## src/rtl/acl2_mode_sequencer.sv

```systemverilog
// Command sequencer for the PMOD ACL2 driver: soft reset, init, start handshakes,
// with ack/done/data timeouts, bounded retries, and restart on mode change or data stall.
module acl2_mode_sequencer #(
    parameter int unsigned parm_fast_simulation = 0,
    parameter int unsigned FCLK                 = 20000000,
    parameter int unsigned parm_ack_timeout     = 64,
    parameter int unsigned parm_done_timeout    = 2**20,
    parameter int unsigned parm_data_timeout    = 2**22,
    parameter int unsigned parm_max_retries     = 3
) (
    input  logic        i_clk_20mhz,
    input  logic        i_rstn_20mhz,
    input  logic        i_enable,
    input  logic        i_mode_sel,
    input  logic        i_command_ready,
    input  logic        i_data_valid,
    output logic        o_cmd_soft_reset_acl2,
    output logic        o_cmd_init_measur_mode,
    output logic        o_cmd_start_measur_mode,
    output logic        o_cmd_init_linked_mode,
    output logic        o_cmd_start_linked_mode,
    output logic        o_running,
    output logic        o_active_mode,
    output logic        o_fault,
    output logic [3:0]  o_retry_count,
    output logic [15:0] o_sample_count,
    output logic [3:0]  o_seq_state
);

    localparam int unsigned STARTUP_CYCLES = (parm_fast_simulation != 0) ? 16 : FCLK / 100;

    typedef enum logic [3:0] {
        ST_STARTUP     = 4'd0,
        ST_IDLE        = 4'd1,
        ST_RST_ISSUE   = 4'd2,
        ST_RST_ACK     = 4'd3,
        ST_RST_DONE    = 4'd4,
        ST_INIT_ISSUE  = 4'd5,
        ST_INIT_ACK    = 4'd6,
        ST_INIT_DONE   = 4'd7,
        ST_START_ISSUE = 4'd8,
        ST_START_ACK   = 4'd9,
        ST_START_DONE  = 4'd10,
        ST_RUN         = 4'd11,
        ST_FAULT       = 4'd12
    } state_t;

    // cmd bit order: {start_linked, init_linked, start_measur, init_measur, soft_reset}
    localparam logic [4:0] CMD_SOFT    = 5'b00001;
    localparam logic [4:0] CMD_INIT_M  = 5'b00010;
    localparam logic [4:0] CMD_START_M = 5'b00100;
    localparam logic [4:0] CMD_INIT_L  = 5'b01000;
    localparam logic [4:0] CMD_START_L = 5'b10000;

    state_t      state, state_nxt;
    logic [31:0] timer;
    logic [4:0]  cmd_q, cmd_nxt;
    logic [3:0]  retry_q, retry_nxt;
    logic [4:0]  retry_inc;
    logic        mode_q, mode_nxt;
    logic        fail;

    always_comb begin
        state_nxt = state;
        cmd_nxt   = '0;
        retry_nxt = retry_q;
        mode_nxt  = mode_q;
        fail      = 1'b0;
        retry_inc = {1'b0, retry_q} + 5'd1;

        case (state)
            ST_STARTUP:
                if (timer >= STARTUP_CYCLES - 1) state_nxt = ST_IDLE;
            ST_IDLE:
                if (i_enable) begin
                    mode_nxt  = i_mode_sel;
                    state_nxt = ST_RST_ISSUE;
                end
            ST_RST_ISSUE:
                if (!i_enable) state_nxt = ST_IDLE;
                else if (i_command_ready) begin
                    cmd_nxt   = CMD_SOFT;
                    state_nxt = ST_RST_ACK;
                end
            ST_INIT_ISSUE:
                if (!i_enable) state_nxt = ST_IDLE;
                else if (i_command_ready) begin
                    cmd_nxt   = mode_q ? CMD_INIT_L : CMD_INIT_M;
                    state_nxt = ST_INIT_ACK;
                end
            ST_START_ISSUE:
                if (!i_enable) state_nxt = ST_IDLE;
                else if (i_command_ready) begin
                    cmd_nxt   = mode_q ? CMD_START_L : CMD_START_M;
                    state_nxt = ST_START_ACK;
                end
            ST_RST_ACK, ST_INIT_ACK, ST_START_ACK:
                if (!i_command_ready) state_nxt = state_t'(state + 4'd1);
                else if (timer >= parm_ack_timeout - 1) fail = 1'b1;
            ST_RST_DONE, ST_INIT_DONE:
                if (i_command_ready) state_nxt = i_enable ? state_t'(state + 4'd1) : ST_IDLE;
                else if (timer >= parm_done_timeout - 1) fail = 1'b1;
            ST_START_DONE:
                if (i_command_ready) state_nxt = ST_RUN;
                else if (timer >= parm_done_timeout - 1) fail = 1'b1;
            ST_RUN:
                if (!i_enable) state_nxt = ST_IDLE;
                else if (i_mode_sel != mode_q) begin
                    mode_nxt  = i_mode_sel;
                    retry_nxt = '0;
                    state_nxt = ST_RST_ISSUE;
                end else if (!mode_q && !i_data_valid && timer >= parm_data_timeout - 1) begin
                    fail = 1'b1;
                end
            ST_FAULT:
                state_nxt = ST_FAULT;
            default:
                state_nxt = ST_STARTUP;
        endcase

        if (fail) begin
            retry_nxt = (retry_q == 4'hF) ? retry_q : retry_inc[3:0];
            if (retry_inc > 5'(parm_max_retries)) state_nxt = ST_FAULT;
            else state_nxt = i_enable ? ST_RST_ISSUE : ST_IDLE;
        end

        if (state_nxt == ST_RUN && state != ST_RUN) retry_nxt = '0;
    end

    always_ff @(posedge i_clk_20mhz or negedge i_rstn_20mhz) begin
        if (!i_rstn_20mhz) begin
            state          <= ST_STARTUP;
            timer          <= '0;
            cmd_q          <= '0;
            retry_q        <= '0;
            mode_q         <= 1'b0;
            o_running      <= 1'b0;
            o_fault        <= 1'b0;
            o_sample_count <= '0;
        end else begin
            state     <= state_nxt;
            cmd_q     <= cmd_nxt;
            retry_q   <= retry_nxt;
            mode_q    <= mode_nxt;
            o_running <= (state_nxt == ST_RUN);
            if (state_nxt == ST_FAULT) o_fault <= 1'b1;
            if (state == ST_RUN && i_data_valid) o_sample_count <= o_sample_count + 16'd1;
            // data pulses in RUN reload the watchdog through the shared timer
            if (state_nxt != state || (state == ST_RUN && i_data_valid)) timer <= '0;
            else if (timer != '1) timer <= timer + 32'd1;
        end
    end

    assign o_cmd_soft_reset_acl2   = cmd_q[0];
    assign o_cmd_init_measur_mode  = cmd_q[1];
    assign o_cmd_start_measur_mode = cmd_q[2];
    assign o_cmd_init_linked_mode  = cmd_q[3];
    assign o_cmd_start_linked_mode = cmd_q[4];
    assign o_retry_count           = retry_q;
    assign o_active_mode           = mode_q;
    assign o_seq_state             = state;

endmodule
```

## config.mk

```make
export PLATFORM = sky130hd
export DESIGN_NAME = acl2_mode_sequencer
export DESIGN_NICKNAME = d
export VERILOG_FILES = /design/src/rtl/acl2_mode_sequencer.sv
export SDC_FILE = /design/constraint.sdc
export NUM_CORES = 1
export LEC_CHECK = 0
export CAP_MARGIN = 20
export CELL_PAD_IN_SITES_DETAIL_PLACEMENT = 0
export CELL_PAD_IN_SITES_GLOBAL_PLACEMENT = 2
export CORE_MARGIN = 1
export CORE_UTILIZATION = 36
export DETAILED_ROUTE_END_ITERATION = 10
export PLACE_DENSITY_LB_ADDON = 0.08
export SYNTH_ARGS = -nofsm -noshare
export SYNTH_HDL_FRONTEND = slang
export SYNTH_SLANG_ARGS = --single-unit
```

## constraint.sdc

```tcl
create_clock -name i_clk_20mhz -period 3.4 [get_ports i_clk_20mhz]
set_input_delay 0.34 -clock i_clk_20mhz [delete_from_list [all_inputs] [get_ports i_clk_20mhz]]
set_output_delay 0.34 -clock i_clk_20mhz [all_outputs]
set_load 0.01 [all_outputs]
```

==> results of run 1 <==
## what timing repair did
action	in CTS	in global routing
gates resized for setup	0	3
setup endpoints to repair	0	32
endpoints found under the hold margin	0	0
## cell usage after synthesis, drive strengths merged (2+ instances only)
cell    instances  area, um2
a211oi          7      57.55
o211a           2      20.02
o221ai          2      17.52
ha             10      125.1
nor4           14      100.1
xnor2          35      306.5
or2             3      18.77
o21ai          12      60.06
and2            3      18.77
nor3b           3      22.52
nand3b          2      15.01
nand2b          3      18.77
clkbuf          7      26.28
a21oi          13      65.06
xor2           12      105.1
o211ai          4      30.03
buf             9      62.55
nor3           47      385.4
o22ai           4      31.28
nand2          32      120.1
nand4          14      87.58
mux2            3      33.78
and3           11      68.82
nor2           26      97.59
nor2b           4      25.02
o21a            4      30.03
nand3          27      135.1
mux2i           4      40.04
and4            3      26.28
dfrtp          64       1602
o31ai           2      15.01
and3b           2      17.52
inv            20      75.07
## final timing paths
check	from	endpoint	slack, ps	depth (start not counted)
max in group asynchronous	i_rstn_20mhz	timer[2]	2530	2
min in group i_clk_20mhz	o_sample_count[13]	o_sample_count[13]	490	1
worst max-delay path	o_seq_state[1]	timer[2]	270	10
worst max register to register	o_seq_state[1]	timer[2]	270	10
worst min register to register	o_sample_count[13]	o_sample_count[13]	490	1
worst min-delay path	i_rstn_20mhz	timer[5]	50	1
## routing by layer
metal | up-vias | wire [um] | GRT usage [%]
met1 | 1581 | 4913 | 26.05
met5 | - | 0 | 0
met2 | 67 | 4661 | 30.65
li1 | 1641 | - | -
met3 | 16 | 365 | 3.511
met4 | 0 | 200 | 6.947
## cell families after synthesis
kind of cell	share of synthesized area (%)
buffers and inverters	4.092
adders and majority gates	3.124
xor gates and xnor gates	10.28
and+or+nand+nor	29.80
muxes	1.843
AOI/OAI and AO/OA	10.87
DFF	39.99
## state kept, by name (all words and copies together) (netlist names)
| name | count |
|---|---|
| o_seq_state | 4 |
| o_sample_count | 16 |
| o_running | 1 |
| o_active_mode | 1 |
| cmd_q | 5 |
| o_fault | 1 |
| timer | 32 |
| o_retry_count | 4 |
## layout make-up
| class | count | area (um2) |
|---|---|---|
| inverters | 20 | 75.07 |
| multi-input cells | 324 | 2266 |
| fillers | 1087 | 5996 |
| repair buffers | 57 | 540.5 |
| well taps | 140 | 175.2 |
| clock buffers | 10 | 127.6 |
| clock inverters | 5 | 57.56 |
| flip-flops and latches | 64 | 1603 |
## where the power goes
part / leakage, nW / switching (mW) / internal, mW / total, mW
logic: 1.13 / 0.0269 / 0.0113 / 0.0382
registers: 0.873 / 0 / 0.761 / 0.761
clock network: 0.0965 / 0.310 / 0.336 / 0.646
==> run metrics, run 1 <==
horizontal die dimension=between 100 and 150 um; netlist area before placement=between 4000 and 5000 um2; wire length per cell=about 16 um; nets in the synthesized netlist=440; number of vias in the routed layout=around 3300; tightest hold margin=50.28 ps; number of placed instances with taps included=just over 600; CTS tree=yes; Initial Utilization=a little under two fifths; iteration count of the initial detailed-routing pass=4; total power density per cell area=approximately 300 nW/um2; Mapped Cells=about 420; hold buffer count at cts=0; die span in y=between 100 and 150 um; most frequent cells in the layout=63 x sky130_fd_sc_hd__dfrtp_1, 36 x sky130_fd_sc_hd__clkdlybuf4s50_1, 35 x sky130_fd_sc_hd__xnor2_1; critical path data required time=~3600 ps; overall routed net length=a little over 10000 um; total of buffers placed on input and output ports=37; deepest level of the CTS H-tree=3; Setup WS pre-CTS=between 150 and 200 ps; Final TNS setup=0 ps; via count of the first global-routing pass=approximately 3400; crit path cell chain=ha_1, or2_2, a21oi_1, o2bb2ai_1, o21a_1, or4_4, a211oi_2, o22ai_4, buf_12, nor3b_1; maximum VDD drop=~0.00017 V; count of yosys warnings during synthesis=0; run status=complete, no violations; endpoints failing setup=0; final standard cell count with taps included and fillers excluded=between 600 and 700; post-route setup slack=between 200 and 300 ps; routed vias/inst=~5.3; Antenna diodes=0; number of clock sinks=64; final period demand of the worst path=between 3000 and 4000 ps; area growth from synthesis to layout=20.96%; synthesis-stage register bit count=64; peak fanout along the critical path=32; number of flops mapped to enable cells by yosys=0; worst endpoint data arrival time=3370 ps; share of synthesized area occupied by flip-flops and latches=approximately two fifths; Slew Limit Headroom=52.00%; share of the core filled with cells=44.69%; Worst Path Buf+Inv=1; Worst-Margin Slew=720.1 ps; post-route clock skew=17.70 ps; final cycle utilization of the critical path=91.94%; clock insertion delay at the later pin of the skew report=around 340 ps; Pins Over Slew Limit=0; clock tree buffer depth=2; Placement Rows=38; Fmax achieved=approximately 320 MHz; mean post-synth cell area=between 9 and 10 um2; critical path type=reg -> reg; final total power=1.445 mW; number of nets at the end of the flow=492; share of layout cells above drive strength 1=between 10% and 20%; number of buffers created by CTS=9; Antenna Violating Nets Remaining=0; DPL Wire Length=approximately 7400 um; buffers inserted by post-CTS timing repair=0; overall global routing resource usage=around a fifth; initial antenna violation count=0; Top delay family on crit path=simple AND/OR/NAND/NOR gates; share of flip-flops with an asynchronous set or reset=between 90% and 100%; critical path startpoint category=register; Core Box Area=around 11000 um2; class of the worst hold path=in -> async; area of the die=about 12000 um2; CTS Root Cell=sky130_fd_sc_hd__clkbuf_8; global-route wire length before repair=~17000 um; CP max stage delay=560 ps; final routed DRC violation total=0; unrepaired setup endpoints after global routing=false; leading cell type in the layout, fill and taps excluded=sky130_fd_sc_hd__dfrtp_1; standby leakage power=~2.1 nW; total congestion overflow after global routing=0; clk slew on worst S/H paths=70 ps; Hold Fails Final Rpt=0; final weighted congestion in routability-driven placement=0.8577; cell area reported after detailed placement=4653 um2; # Max-Cap Violations=0; synth unique cells=55; dominant register cell in the synthesized netlist=sky130_fd_sc_hd__dfrtp_1; endpoint type of the worst setup path=register; final non-filler cell area=around 4800 um2; number of violations reported at the end of detailed-routing iteration 0=roughly 160; Top-Level Pins=38; Worst path slowest cell=sky130_fd_sc_hd__or4_4; pin count of the biggest net entering global routing=33
Note: power is estimated with default switching activity, not from simulation.
==> inputs of run 2 (changes only) <==
ABC_AREA = 1   (was unset)
CORE_UTILIZATION = 35   (was 36)
PLACE_DENSITY = 0.87   (was unset)
PLACE_DENSITY_LB_ADDON = unset   (was 0.08)
SKIP_LAST_GASP = 1   (was unset)
==> run 2 against run 1 <==
Net effect: hold slack better by 45 ps; clock power up 34%; clock skew down 6.4 ps; via count up 15%; sequential cell count unchanged; core utilization down 2.1 points; fmax up 8.5%; critical endpoint is now timer[18].
==> run metrics, run 2 <==
Core Box Area=12670 um2 (+17%); sequential cell fraction of total power=27.8% (-25 points); leading area contributor after synthesis=sky130_fd_sc_hd__dfrtp_1; clock insertion delay at the later pin of the skew report=350 ps (about the same); synthesis-stage register bit count=64 (unchanged); unrepaired setup endpoints after global routing=false; endpoint type of the worst setup path=register; wire length per cell=13.43 um (-18%); horizontal die dimension=116.2 um (+8.1%); final period demand of the worst path=2881 ps (-244.7 ps); post-route clock skew=11.27 ps (-6.428 ps); peak fanout along the critical path=16 (-50%); run status=complete, no violations; Final TNS setup=0 ps (unchanged); Antenna diodes=0 (unchanged); standby leakage power=2.472 nW (+18%); total of buffers placed on input and output ports=37 (unchanged); area growth from synthesis to layout=18.18%; count of yosys warnings during synthesis=0 (unchanged); dominant register cell in the synthesized netlist=sky130_fd_sc_hd__dfrtp_1; path length in cells of the critical path=17 (+7); nets in the synthesized netlist=604 (+37%); clock tree buffer depth=2 (unchanged); number of vias in the routed layout=3804 (+15%); area of the die=13490 um2 (+17%); final routed DRC violation total=0 (unchanged); Worst path slowest cell=sky130_fd_sc_hd__dfrtp_1; Fmax achieved=347.1 MHz (+8.5%); launching instance or port of the critical path=o_seq_state[1]; crit path cell chain=inv_1, ha_1, nand3_1, nand3_2, nand2_1, inv_2, nand2_2, nand2_2, nor2_4, nand2_2, nand2_4, nand2_2, nand2_2, nor2_4, nand2_4, buf_12, nor2_4; register with the highest flop count=timer; share of synthesized area occupied by flip-flops and latches=35.11% (-4.9 points); number of flops mapped to enable cells by yosys=0 (unchanged); buffers inserted by post-CTS timing repair=0 (unchanged); Placement Rows=41 (+7.9%); startpoint of the lowest-slack register-to-register path=o_seq_state[1]; critical path type=reg -> reg; number of violations reported at the end of detailed-routing iteration 0=299 (+85%); Mapped Cells=588 (+39%); number of clock sinks=64 (unchanged); netlist area before placement=4562 um2 (+14%); mean post-synth cell area=7.758 um2 (-18%); capture point of the worst reg-to-reg path=timer[18]; top flop regs=timer x32, o_sample_count x16, cmd_q x5; maximum VDD drop=0.0004495 V (+170%); Antenna Violating Nets Remaining=0 (unchanged); overall routed net length=10910 um (+7.6%); critical path data required time=3620 ps (-20 ps); overall global routing resource usage=18.06% (-1.2 points); synth unique cells=40 (-27%); Top delay family on crit path=simple AND/OR/NAND/NOR gates; # Max-Cap Violations=0 (unchanged); Initial Utilization=36.00% (-0.94 points); final weighted congestion in routability-driven placement=0.8786 (+2.4%); total power density per cell area=628.8 nW/um2 (+110%); iteration count of the initial detailed-routing pass=5 (+1); Synth top area share=35.11% (-4.9 points); leading cell type in the layout, fill and taps excluded=sky130_fd_sc_hd__nand2_1; destination of the critical timing path=timer[18]; worst-case register-to-register setup slack=520 ps (+240 ps); Slew Limit Headroom=44.00% (-8.0 points); critical path startpoint category=register; Pins Over Slew Limit=0 (unchanged); share of layout cells above drive strength 1=18.44% (+2.0 points); routed vias/inst=4.685 (-12%); DPL Wire Length=8271 um (+12%); Clk pwr share=25.5% (-19 points); CP max stage delay=570 ps (about the same); CTS tree=yes; endpoints failing setup=0 (unchanged); global-route wire length before repair=18570 um (+7.8%); clk slew on worst S/H paths=70 ps (about the same); Worst-Margin Slew=840.0 ps (+120.0 ps); cell types with the largest area share after synthesis=sky130_fd_sc_hd__dfrtp_1 35%, sky130_fd_sc_hd__nand2_1 11%, sky130_fd_sc_hd__nor2_4 9.9%; initial antenna violation count=0 (unchanged); most frequent cells in the layout=129 x sky130_fd_sc_hd__nand2_1, 75 x sky130_fd_sc_hd__inv_1, 64 x sky130_fd_sc_hd__dfrtp_1; die span in y=116.2 um (+8.1%); Worst Path Buf+Inv=3 (+2); most instantiated library cell after synthesis=sky130_fd_sc_hd__nand2_1; most frequent cell on the critical path=sky130_fd_sc_hd__nand2_2; hold buffer count at cts=0 (unchanged); Internal Power=1.870 mW (+69%); share of flip-flops with an asynchronous set or reset=100.0% (unchanged); number of gates resized after cts=0 (unchanged); pin count of the biggest net entering global routing=37 (+12%); number of nets at the end of the flow=651 (+32%); final cycle utilization of the critical path=84.74% (-7.2 points); relative contribution of combinational cells to total power=46.7% (+44 points); switching fraction of total power=44.82% (+22 points); sw power=1.520 mW (+350%); number of buffers created by CTS=9 (unchanged); share of the core filled with cells=42.55% (-2.1 points); CTS Root Cell=sky130_fd_sc_hd__clkbuf_16; number of flip-flops in the largest register=32 (unchanged); worst endpoint data arrival time=3100 ps (-270 ps); Top-Level Pins=38 (unchanged); total congestion overflow after global routing=0 (unchanged); class of the worst hold path=in -> async; depth of the most critical reg-to-reg path=17 (+7); Hold Fails Final Rpt=0 (unchanged); most frequent cells after synthesis=129 x sky130_fd_sc_hd__nand2_1, 75 x sky130_fd_sc_hd__inv_1, 64 x sky130_fd_sc_hd__dfrtp_1; deepest level of the CTS H-tree=3 (unchanged); via count of the first global-routing pass=3701 (+10%)
run 2: changes by cell type in the layout (fill, tap and decap cells not counted), sizes merged, moves of 5 or more:
cell    delta
inv       +70
nor4      -13
nor2      +81
nand2    +120
o21ai      +5
xor2      +10
nand3     +27
a211oi     -7
buf       -14
nor3      -30
xnor2     -25
and3      -10
run 2: worst min-delay path by stage:
stage,start,endpoint,cells past startpoint
after floorplan,i_rstn_20mhz,cmd_q[0],0
after global placement,o_sample_count[15],o_sample_count[15],1
after detailed placement,o_sample_count[15],o_sample_count[15],1
after CTS,i_rstn_20mhz,timer[1],1
after global routing,i_rstn_20mhz,timer[1],1
final,i_rstn_20mhz,timer[1],1
run 2: cell families after synthesis:
| family | synth area share (%) |
|---|---|
| compound gates | 4.498 |
| xor+xnor | 6.144 |
| fa+ha+maj | 2.743 |
| buf+inv | 9.600 |
| flops | 35.11 |
| simple gates | 41.91 |
run 2: cell type report:
type,count,area (um2)
inverters,90,342.8
flip-flops and latches,64,1602
multi-input cells,427,2522
clock inverters,6,45.04
fillers,1313,7279
repair buffers,43,435.4
clock buffers,10,229.0
well taps,172,215.2
run 2: routing by layer:
metal	global-route usage (%)	share of wire, %	up-vias
met3	3.321	3.4	13
li1	-	-	1936
met4	6.410	1.4	0
met2	27.82	45	60
met1	25.36	51	1795
met5	0	0	-
run 2: power by group through the flow:
stage               Sequential (mW)  Combinational (mW)  Clock (mW)
floorplan                     0.960                1.25           0
finish                        0.942                1.58       0.865
global placement              0.953                1.58           0
CTS                           0.942                1.59       0.889
global route                  0.955                1.74       0.923
detailed placement            0.953                1.59           0
run 2: metrics by stage:
step	setup WS, ps	hold slack, ps	cells	area [um2]	power [mW]
2_1_floorplan	1105	44.41	588	4562	2.208
3_5_place_dp	516.7	467.0	796	5117	2.543
4_1_cts	506.6	121.8	812	5391	3.426
5_1_grt	320.5	179.9	812	5391	3.623
6_report	518.8	95.56	812	5391	3.390
3_3_place_gp	581.0	460.9	796	5117	2.538
==> inputs of run 3 (changes only) <==
CORE_UTILIZATION = 31   (was 35)
PLACE_DENSITY = 0.82   (was 0.87)
clock period = 2.5 ns   (was 3.4 ns; I/O delays follow)
==> run 3 against run 2 <==
Net effect: hold slack improved by 360 ps; sequential share of layout area decreased by 2.8 points; first-iteration DRC count decreased by 48%; sequential cell count unchanged; critical endpoint is now timer[10]; non-clock buffer count increased by 38.
==> run metrics, run 3 (synthesis gave the netlist of run 2 again) <==
final-layout fill cell count=1452 (+11%); capture point of the worst reg-to-reg path=timer[10]; CTS Root Cell=sky130_fd_sc_hd__clkbuf_16; unrepaired setup endpoints after global routing=true; worst endpoint data arrival time=2660 ps (-440 ps); number of violations reported at the end of detailed-routing iteration 0=156 (-48%); total congestion overflow after global routing=0 (unchanged); standby leakage power=2.745 nW (+11%); post-route clock skew=6.689 ps (-4.584 ps); number of flip-flops in the largest register=32 (unchanged); global-route wire length before repair=19290 um (+3.9%); area of the die=15210 um2 (+13%); clock tree buffer depth=2 (unchanged); via count of the first global-routing pass=3966 (+7.2%); leading cell type in the layout, fill and taps excluded=sky130_fd_sc_hd__nand2_1; iteration count of the initial detailed-routing pass=4 (-1); critical path startpoint category=register; top flop regs=timer x32, o_sample_count x16, cmd_q x5; number of placed instances with taps included=829 (+4.1%); Fmax achieved=420.1 MHz (+21%); critical path data required time=2780 ps (-840 ps); Final TNS setup=0 ps (unchanged); Seq. cell area=1605 um2 (+0.23%); footprint of the multi-input gates=2664 um2 (+5.6%); worst-case register-to-register setup slack=120 ps (-400 ps); clock insertion delay at the later pin of the skew report=340 ps (about the same); register with the highest flop count=timer; area growth from synthesis to layout=30.77%; DPL Wire Length=8678 um (+4.9%); Slew Limit Headroom=59.35% (+15 points); total power density per cell area=968.3 nW/um2 (+54%); Top-Level Pins=38 (unchanged); post-route setup slack=119.4 ps (-399.4 ps); Antenna Violating Nets Remaining=0 (unchanged); critical path type=reg -> reg; Setup WS pre-CTS=-16.51 ps (-533.2 ps); deepest level of the CTS H-tree=3 (unchanged); clk slew on worst S/H paths=60 ps (about the same); Core Box Area=14100 um2 (+11%); startpoint of the lowest-slack register-to-register path=timer[0]; endpoint type of the worst setup path=register; wire length per cell=13.22 um (-1.6%); initial antenna violation count=0 (unchanged); depth of the most critical reg-to-reg path=19 (+2); Antenna diodes=0 (unchanged); die span in y=123.3 um (+6.2%); final weighted congestion in routability-driven placement=0.8549 (-2.7%); run status=complete, no violations; tightest hold margin=454.1 ps (+358.6 ps); pin count of the biggest net entering global routing=41 (+11%); # Max-Cap Violations=0 (unchanged); final period demand of the worst path=2381 ps (-500.6 ps); Pins Over Slew Limit=0 (unchanged); overall routed net length=11340 um (+4.0%); final standard cell count with taps included and fillers excluded=858 (+5.7%); share of layout cells above drive strength 1=27.58% (+9.1 points); horizontal die dimension=123.3 um (+6.2%); number of vias in the routed layout=3954 (+3.9%); class of the worst hold path=in -> async; total of buffers placed on input and output ports=37 (unchanged); final routed DRC violation total=0 (unchanged); most frequent cells in the layout=118 x sky130_fd_sc_hd__nand2_1, 73 x sky130_fd_sc_hd__inv_1, 61 x sky130_fd_sc_hd__dfrtp_1; endpoints failing setup=0 (unchanged); Hold Fails Final Rpt=0 (unchanged); number of nets at the end of the flow=689 (+5.8%); number of clock sinks=64 (unchanged); final cycle utilization of the critical path=95.22% (+10 points); peak fanout along the critical path=7 (-9); Placement Rows=43 (+4.9%); CTS tree=yes; overall global routing resource usage=16.54% (-1.5 points); maximum VDD drop=0.0005858 V (+30%); Worst-Margin Slew=607.6 ps (-232.5 ps); number of buffers created by CTS=9 (unchanged); Initial Utilization=32.36% (-3.6 points); routed vias/inst=4.608 (-1.6%)
==> run 3: what timing repair did <==
item / in CTS / in global routing
gates cloned: 1 / 0
endpoints found under the hold margin: 24 / 0
setup buffers: 4 / 7
hold buffers: 1 / 0
setup endpoints to repair: 15 / 36
gates resized for setup: 6 / 41
pin swaps: 2 / 15
==> run 3: layout make-up <==
class / instances / area share [%]
multi-input cells: 427 / 44.65
flip-flops and latches: 64 / 26.91
repair buffers: 81 / 13.34
inverters: 90 / 5.789
clock buffers: 9 / 3.775
well taps: 180 / 3.775
clock inverters: 7 / 1.762
==> run 3: how the worst max path moves through the flow <==
stage | from | end | depth (start not counted)
floorplan | o_seq_state[1] | timer[2] | 18
global placement | i_enable | timer[19] | 14
detailed placement | o_seq_state[0] | timer[29] | 17
CTS | o_seq_state[1] | timer[17] | 17
global route | timer[1] | timer[11] | 19
finish | timer[0] | timer[10] | 19
==> run 3: through the flow <==
step	utilization, %	instance area, um2	power, mW
after floorplan	-	4562	3.003
after global placement	37.80	5328	3.643
after detailed placement	37.80	5328	3.648
after CTS	41.04	5786	5.600
after global routing	42.32	5966	6.133
final	42.32	5966	5.777
==> run 3: critical path, cell delays in order, from the launching register on <==
cell                      delay [ps]
sky130_fd_sc_hd__dfrtp_1         390
sky130_fd_sc_hd__ha_4            170
sky130_fd_sc_hd__nand2_4          50
sky130_fd_sc_hd__nor2_4          160
sky130_fd_sc_hd__nand2_2         100
sky130_fd_sc_hd__nor2_4          160
sky130_fd_sc_hd__nand3_4         100
sky130_fd_sc_hd__nand2_4          90
sky130_fd_sc_hd__nand2_4          70
sky130_fd_sc_hd__inv_2            70
sky130_fd_sc_hd__nor2_4           50
sky130_fd_sc_hd__nand2_2          90
sky130_fd_sc_hd__nand2_2          80
sky130_fd_sc_hd__nand2_2          70
sky130_fd_sc_hd__nand2_2          60
sky130_fd_sc_hd__nor2_4          130
sky130_fd_sc_hd__nand2_8         110
sky130_fd_sc_hd__buf_12          140
sky130_fd_sc_hd__buf_12          140
sky130_fd_sc_hd__nor2_4           70
==> run 3: routing by layer <==
| metal | routed length (um) | vias to the layer above | GRT usage [%] |
|---|---|---|---|
| met5 | 0 | - | 0 |
| met4 | 203 | 0 | 6.175 |
| met3 | 334 | 17 | 3.090 |
| met2 | 5240 | 63 | 26.12 |
| met1 | 5562 | 1849 | 22.37 |
| li1 | - | 2025 | - |
==> run 3: where the power goes <==
group / switching (mW) / total [mW] / internal [mW]
clock network: 0.523 / 1.41 / 0.884
registers: 0.145 / 1.29 / 1.15
logic: 1.68 / 3.08 / 1.39
==> RTL change (settings of run 2) <==
Change the parameter `parm_ack_timeout` from 64 to 48.
--- a/src/rtl/acl2_mode_sequencer.sv
+++ b/src/rtl/acl2_mode_sequencer.sv
@@ -4,5 +4,5 @@
     parameter int unsigned parm_fast_simulation = 0,
     parameter int unsigned FCLK                 = 20000000,
-    parameter int unsigned parm_ack_timeout     = 64,
+    parameter int unsigned parm_ack_timeout     = 48,
     parameter int unsigned parm_done_timeout    = 2**20,
     parameter int unsigned parm_data_timeout    = 2**22,
Formal check against the unedited RTL: same outputs for any inputs over 10 cycles, from zero or initial values and one cycle with i_rstn_20mhz low; that may be too few to reach the edited logic, so the function may still have changed.
==> RTL change against run 2 <==
- critical path depth shrank 1
- sequential cell count is the same
- setup slack gained 19 ps
- synthesized area shrank 1.5%
- die area shrank 1.5%
- power grew 3.2%
- final area shrank 0.95%
- routed wire length shrank 4.0%
- global-route usage shrank 0.72 points
- critical path type unchanged
- largest power group unchanged
==> RTL change: results (changes against run 2) <==
Global route
  • Largest net degree at the start of global routing: 32 (was 37)
  • Global-route wire length before repair: 17.62 mm (was 18.57 mm)
  • Initial antenna violation count: 0 (unchanged)
  • Vias in the first global route: 3658 (was 3701)
  • Total GRT Usage: 17.34% (was 18.06%)

Critical path
  • Slowest stage cell, crit path: dfrtp_1 (unchanged)
  • Worst-path fanout max: 16 (unchanged)
  • Worst path top cell family by delay: simple AND/OR/NAND/NOR gates (unchanged)
  • Max incr delay on CP: between 500 and 600 ps

Clock tree
  • Worst-Skew Late Latency: 330 ps (was 350 ps)
  • Clock Tree Root: clkbuf_16 (unchanged)
  • Total CTS buffers: 9 (unchanged)
  • Setup Buffers After CTS: 0 (unchanged)
  • H-Tree Depth: 3 (unchanged)
  • Clk buf depth: 2 (unchanged)
  • Post-CTS sizing: 0 (unchanged)
  • Clock transition at the registers of the reported paths: 50 ps (was 70 ps)

Routing
  • DRT Wirelength: 10.47 mm (was 10.91 mm)
  • Via count: 3649 (was 3804)
  • 1st-iter DRT viols: 117 (was 299)
  • Initial DRT Pass Iterations: 4 (was 5)
  • Post-DRT Antenna Nets: 0 (unchanged)

Logic synthesis
  • Post-Syn Nets: 575 (was 604)
  • Top FF cell, synth: dfrtp_1 (unchanged)
  • Yosys Warn Count: 0 (unchanged)
  • Ys async rst share: 100.0% (unchanged)
  • Synth area leaders: dfrtp_1, nand2_1, nor2_4 (unchanged)
  • Post-synth top cells: nand2_1, inv_1, dfrtp_1 (unchanged)
  • Gate Count Post-Synth: 559 (was 588)
  • Register area share after synthesis: 35.65% (was 35.11%)
  • Synth cell types: 41 (was 40)

Run status
  • Status: completed (unchanged)

STA
  • Rel. slew slack: 51.20% (was 44.00%)
  • Clk_skew: 6.864 ps (was 11.27 ps)

Place
  • RePlAce Congestion: 0.9108 (was 0.8786)
  • Placed Area: 5020 um2 (was 5117 um2)
  • Dpl hpwl: 7.899 mm (was 8.271 mm)
  • Placed instance count: 765 (was 796)
  • Placement Setup Slack: 426.6 ps (was 516.7 ps)
  • IO Port Bufs: 37 (unchanged)

Flow run
  • Max_cap viols: 0 (unchanged)

Power
  • Peak VDD IR: 0.3786 mV (was 0.4495 mV)
  • Pleak: 2.493 nW (was 2.472 nW)

Finish
  • Antenna diodes: 0 (unchanged)
  • Layout cell share with drive strength beyond 1: 18.09% (was 18.44%)
  • Largest regs: timer (32), o_sample_count (16), cmd_q (5) (unchanged)
  • Fin cells: 780 (was 812)
  • Final #Nets: 620 (was 651)

Min path
  • Hold Path Class: input port to asynchronous set/reset pin (unchanged)
## RTL change: cell count changes after synthesis, moves of 3 or more
cell / change
inv_1: -6
inv_2: -6
nand2_1: -12
nand3_1: -9
nand3_2: +3
nand4_1: +4
o21ai_0: -3
xnor2_1: +3
## RTL change: kinds of logic after synthesis
kind of cell / after synthesis / synth area share [%]
buf+inv: 86 / 9.164
flops: 64 / 35.65
mux: 1 / 0.2229
compound gates: 32 / 4.540
xor+xnor: 36 / 7.019
simple gates: 330 / 40.61
fa+ha+maj: 10 / 2.786
## RTL change: cell type report
class | count | area (um2)
clock buffer | 10 | 239.0
timing repair buffer | 42 | 427.9
fill | 1269 | 7228
sequential | 64 | 1602
multi-input combinational | 409 | 2479
tap | 172 | 215.2
clock inverter | 5 | 81.33
inverter | 78 | 296.5
## RTL change: worst paths after layout
path	start	end	slack (ps)	cells after the start
min reg2reg	o_fault	o_fault	480	1
max in group asynchronous	i_rstn_20mhz	o_active_mode	2530	2
min	i_rstn_20mhz	timer[3]	70	1
max	o_seq_state[0]	timer[0]	540	16
max reg2reg	o_seq_state[0]	timer[0]	540	16
min in group i_clk_20mhz	o_fault	o_fault	480	1
## RTL change: worst register-to-register path, stage by stage, from the launching register on
cell and delay [ps]:
dfrtp_1 560, inv_1 180, ha_1 290, nand3_2 100
nand3_2 150, nand2_1 110, o21bai_4 160, nand2_2 90
nor2_4 170, nand2_2 100, nand2_2 90, nand2_1 60
nand2_2 100, nor2_4 50, nand2_4 210, buf_12 260
nor2_1 70
## RTL change: power breakdown
part / switching, mW / internal, mW / total [mW]
combinational: 1.02 / 0.538 / 1.56
sequential: 0.106 / 0.835 / 0.941
clock: 0.339 / 0.657 / 0.996
## RTL change: layer usage
metal	GRT usage (%)	share of wire (%)
met5	0	0
met4	6.061	1.4
met3	4.006	2.9
met2	28.76	49
met1	22.14	47
